**config.mk**
```make
export PLATFORM = sky130hd
export DESIGN_NAME = simplez_tx_port
export DESIGN_NICKNAME = d
export VERILOG_FILES = /design/src/rtl/simplez_tx_port.sv
export SDC_FILE = /design/constraint.sdc
export NUM_CORES = 1
export LEC_CHECK = 0
export ABC_AREA = 1
export ABC_CLOCK_PERIOD_IN_PS = 1840
export CAP_MARGIN = 20
export CORE_MARGIN = 2
export CORE_UTILIZATION = 46
export CTS_CLUSTER_SIZE = 16
export DETAILED_ROUTE_END_ITERATION = 8
export GPL_TIMING_DRIVEN = 1
export PLACE_DENSITY = 0.79
export SLEW_MARGIN = 20
export SYNTH_ARGS = -nofsm -noshare
export SYNTH_HDL_FRONTEND = slang
export SYNTH_SLANG_ARGS = --single-unit
```
**constraint.sdc**
```tcl
create_clock -name clk -period 1.84 [get_ports clk]
set_input_delay 0.184 -clock clk [delete_from_list [all_inputs] [get_ports clk]]
set_output_delay 0.184 -clock clk [all_outputs]
set_load 0.02 [all_outputs]
```
**src/rtl/simplez_tx_port.sv**
```systemverilog
// Simplez screen port: 8N1 UART transmitter on the CPU data bus.
// Define SIMPLEZ_TX_HOLD_EN for a one-entry holding register.
module simplez_tx_port #(
   parameter int DATAW     = 12,
   parameter int ADDRW     = 9,
   parameter int ADDR_STAT = 508,
   parameter int ADDR_DATA = 509,
   parameter int BAUD_DIV  = 104
) (
   input  logic             clk,
   input  logic             rst,
   input  logic [ADDRW-1:0] addr,
   input  logic             rd,
   input  logic             wr,
   input  logic [DATAW-1:0] data_in,
   output logic [DATAW-1:0] data_out,
   output logic             hit,
   output logic             tx,
   output logic             busy
);

   localparam int BW = $clog2(BAUD_DIV);

   typedef enum logic [1:0] {IDLE, START, DATA, STOP} state_t;

   state_t        state_q, state_n;
   logic [BW-1:0] baud_q, baud_n;
   logic [2:0]    bit_q, bit_n;
   logic [8:0]    sh_q, sh_n;
   logic          tx_q, tx_n;
   logic          busy_q, busy_n;
   logic          sel_stat, sel_data;
   logic          ready, accept, baud_end, go;
   logic [7:0]    go_byte;
   logic          unused_hi;

`ifdef SIMPLEZ_TX_HOLD_EN
   logic [7:0] hold_q, hold_n;
   logic       hold_full_q, hold_full_n;
   assign ready = ~hold_full_q;
`else
   assign ready = ~busy_q;
`endif

   assign sel_stat  = (addr == ADDRW'(ADDR_STAT));
   assign sel_data  = (addr == ADDRW'(ADDR_DATA));
   assign accept    = wr & sel_data & ready;
   assign baud_end  = (baud_q == BW'(BAUD_DIV - 1));
   assign unused_hi = ^data_in[DATAW-1:8];

   assign hit      = rd & sel_stat;
   assign data_out = hit ? {{(DATAW-1){1'b0}}, ready} : '1;
   assign tx       = tx_q;
   assign busy     = busy_q;

   always_ff @(negedge clk or posedge rst) begin
      if (rst) begin
         state_q <= IDLE;
         baud_q  <= '0;
         bit_q   <= '0;
         sh_q    <= 9'h1FF;
         tx_q    <= 1'b1;
         busy_q  <= 1'b0;
      end else begin
         state_q <= state_n;
         baud_q  <= baud_n;
         bit_q   <= bit_n;
         sh_q    <= sh_n;
         tx_q    <= tx_n;
         busy_q  <= busy_n;
      end
   end

`ifdef SIMPLEZ_TX_HOLD_EN
   always_ff @(negedge clk or posedge rst) begin
      if (rst) begin
         hold_q      <= '0;
         hold_full_q <= 1'b0;
      end else begin
         hold_q      <= hold_n;
         hold_full_q <= hold_full_n;
      end
   end
`endif

   always_comb begin
      state_n = state_q;
      baud_n  = (state_q == IDLE || baud_end) ? '0 : baud_q + BW'(1);
      bit_n   = bit_q;
      sh_n    = sh_q;
      tx_n    = tx_q;
      busy_n  = busy_q;
      go      = 1'b0;
      go_byte = data_in[7:0];
`ifdef SIMPLEZ_TX_HOLD_EN
      hold_n      = hold_q;
      hold_full_n = hold_full_q;
`endif
      unique case (state_q)
         IDLE: go = accept;
         START: begin
            if (baud_end) begin
               tx_n    = sh_q[0];
               sh_n    = {1'b1, sh_q[8:1]};
               bit_n   = '0;
               state_n = DATA;
            end
         end
         DATA: begin
            if (baud_end) begin
               if (bit_q == 3'd7) begin
                  tx_n    = 1'b1;
                  state_n = STOP;
               end else begin
                  tx_n  = sh_q[0];
                  sh_n  = {1'b1, sh_q[8:1]};
                  bit_n = bit_q + 3'd1;
               end
            end
         end
         STOP: begin
            if (baud_end) begin
               state_n = IDLE;
               busy_n  = 1'b0;
`ifdef SIMPLEZ_TX_HOLD_EN
               // Held byte chains straight into the next start bit
               if (hold_full_q) begin
                  go          = 1'b1;
                  go_byte     = hold_q;
                  hold_full_n = 1'b0;
               end else begin
                  go = accept;
               end
`endif
            end
         end
         default: state_n = IDLE;
      endcase
`ifdef SIMPLEZ_TX_HOLD_EN
      if (accept && state_q != IDLE && !(state_q == STOP && baud_end)) begin
         hold_n      = data_in[7:0];
         hold_full_n = 1'b1;
      end
`endif
      if (go) begin
         state_n = START;
         tx_n    = 1'b0;
         busy_n  = 1'b1;
         baud_n  = '0;
         bit_n   = '0;
         sh_n    = {1'b1, go_byte};
      end
   end

endmodule
```
==> qor.yml <==
placement:
  hpwlAfterDp_mm: 2.34
  place.port_buffers: 35
  gp_congestion: 0.872
  placedCellCount: 235
logic_synthesis:
  synthSimpleGateAreaFrac: 0.293
  syn-instance-count: 173
  post_synth.cell_area_avg_um2: 7.53
  synth_xor_xnor_area_share: 0.0202
  synth-adder-area-share: 0.0288
  synth.ff_latch_count: 22
  ys_types: 24
  synth-compound-area-share: 0.0759
  post_synthesis_instance_area_um2: 1300
  proportion_of_synthesized_area_in_mux_cells: 0
  dominant_combinational_cell_family_by_area_after_synthesis: "simple AND/OR/NAND/NOR gates"
  post_synthesis_net_count: 201
  synthesis.yosys.warnings: 0
  fraction_of_the_yosys_area_taken_by_sequential_cells: 0.431
clock_network:
  worst_setup_hold_path_clk_slew_ns: 0.08
  numCtsBuffers: 3
  clk-insertion-delay-late_ns: 0.39
  tritoncts: "yes"
  cts_max_level: 1
  clock_path_buffers: 2
  cts-root-buf: "clkbuf_4"
  clkSinkCount: 22
  cts-hold-fix-buffers: 0
worst_setup_path:
  regToRegStartpoint: "baud_q[0]$_DFF_NP0_"
  data_required_time_of_the_critical_path_ns: 1.66
  worst-endpoint-arrival_ns: 1.96
  setup.worst_path.class: "flip-flop to primary output"
  cp_top_family: "flip-flops"
  critPathLaunch: "tx$_DFFE_NP1P_"
  cp.buffers_inverters: 1
  worstSetupEndpointType: "primary output"
  cp-start-kind: "flip-flop"
  slowest_delay_ns: 0.54
  slowest_stage: "dfstp_2"
  worstPathCellList: "buf_6"
  crit_fanout: 2
floorplanning:
  placement_rows: 19
  die_h_um: 57.2
  initial_core_util: 0.476
  die-area_um2: 3270
  fp.dieW_um: 57.2
  floorplan.core_area_um2: 2730
  io_pins: 40
global_routing:
  gr-total-overflow: 0
  grt_max_degree: 23
  first_global_vias: 1273
  grt_util_all_layers: 0.208
  grt_antenna_before_repair: 0
  grt_pass1_wl_mm: 5.25
layout:
  final_layout_size_suffix_gt1_frac: 0.289
  finish.cell_count_without_fillers: 249
  finish.net_count: 247
  multiInputGateArea_um2: 621
  diodes: 0
  layout.cells.most_common: "nand2_1"
  fillerInstances: 226
  seqCellArea_um2: 562
  layout_overhead_on_the_synthesized_area_pct: 41.9
  layout.cells.most_common_list: "nand2_1, inv_1, nor2_1, dfrtn_1, clkdlybuf4s50_1"
hold_path:
  hold_wc_startpoint: "baud_q[0]$_DFF_NP0_"
  hold_class: "flip-flop to flip-flop"
timing:
  worst-slew-pin-transition_ns: 0.441
  setup_total_negative_slack_ns: -0.725
  worst_slew_margin_rel: 0.704
  final_max_slew_viol_count: 0
  rsz0062_at_grt: "true"
  hold_ws_ns: 0.390
  timing.clock.skew_ns: 0.0898
  finalSetupViolations: 3
  finalHoldViolCount: 0
  final_critical_path_setup_slack_ns: -0.306
drt:
  antenna_violating_nets_left: 0
  dr.pass1.iters: 5
  vias: 1255
  via_to_cell_ratio: 5.04
  drc_markers: 0
  detail_route.iter0.violations: 33
  totalWireLength_mm: 3.19
  detail_routed_net_length_per_standard_cell_um: 12.8
power:
  total_leakage_power_uw: 0.000938
  cell_internal_pwr_uw: 640
  power.clock.fraction: 0.359
  power_per_cell_area_nw_per_um2: 476
  p_comb_frac: 0.088
  power.net_switching_uw: 241
  power.sequential.fraction: 0.553
  netSwitchingFraction: 0.273
  peak_supply_drop_mv: 0.492
flow_run:
  max_cap_violations: 0
status:
  failing_checks: "setup timing"
  outcome: "finished, violations left"
[state kept, by name, summed over array words and instances (netlist names)]
register  cells
baud_q        7
bit_q         3
busy          1
sh_q          8
state_q       2
tx            1
[path summary, 6_finish.rpt]
check,to,slack [ns],cells after the start
hold / removal,baud_q[0]$_DFF_NP0_,0.39,1
setup / recovery,tx,-0.31,1
min in group asynchronous,bit_q[2]$_DFFE_NP0P_,0.99,3
setup reg to reg,bit_q[1]$_DFFE_NP0P_,0.13,7
hold reg to reg,baud_q[0]$_DFF_NP0_,0.39,1
max in group asynchronous,sh_q[0]$_DFFE_NP1P_,0.56,3
[area by class of cell]
class                   count  area share
repair buffers             45       0.252
clock inverters            10      0.0203
well taps                  31      0.0210
clock buffers               3      0.0122
flip-flops and latches     22       0.304
inverters                  27      0.0548
multi-input cells         111       0.336
[kinds of logic (layout without fill, tap and decap cells)]
family / Yosys count / after routing
simple gates: 89 / 89
buf+inv: 40 / 85
flops: 22 / 22
compound gates: 16 / 16
fa+ha+maj: 3 / 3
xor+xnor: 3 / 3
[per-layer routing]
layer / global-route usage / vias up / wire, um
li1: - / 618 / -
met3: 0.0431 / 8 / 182
met1: 0.230 / 586 / 1270
met2: 0.365 / 43 / 1650
met5: 0 / - / 0
met4: 0.126 / 0 / 83
[cell usage after synthesis, drive strengths merged]
| cell type | n | area share |
|---|---|---|
| nor3 | 3 | 0.012 |
| nand2 | 53 | 0.15 |
| xor2 | 2 | 0.013 |
| o21bai | 1 | 0.0058 |
| o21ai | 12 | 0.046 |
| a21boi | 1 | 0.0058 |
| nand3 | 8 | 0.031 |
| a21oi | 1 | 0.012 |
| nor2 | 19 | 0.066 |
| dfrtn | 13 | 0.25 |
| ha | 3 | 0.029 |
| inv | 28 | 0.081 |
| o211ai | 1 | 0.0058 |
| nand4 | 5 | 0.024 |
| xnor2 | 1 | 0.0067 |
| buf | 12 | 0.070 |
| nor3b | 1 | 0.0058 |
| dfstp | 9 | 0.18 |
[power by group through the flow]
stage               logic (uW)  clock network (uW)  registers [uW]
finish                    77.4                 316             487
global route              83.1                 338             487
CTS                       66.8                 310             487
detailed placement        75.9                33.5             494
global placement          73.6                33.5             494
floorplan                 17.0                33.5             494
[per-stage QoR]
| step | total power (uW) | area, um^2 | utilization | setup slack, ns |
|---|---|---|---|---|
| after floorplan | 545 | 1330 | - | -0.185 |
| final | 880 | 1850 | 0.676 | -0.306 |
| after global placement | 601 | 1720 | 0.628 | -0.754 |
| after CTS | 864 | 1740 | 0.637 | -0.300 |
| after detailed placement | 604 | 1720 | 0.628 | -0.792 |
| after global routing | 908 | 1850 | 0.676 | -0.336 |
[what timing repair did]
item,in CTS,in global routing
setup buffers,0,1
setup endpoints to repair,30,17
gates resized for setup,70,29
pin swaps,6,11
endpoints found under the hold margin,0,0
gates cloned,0,1
Note: power is estimated with default switching activity, not from simulation.
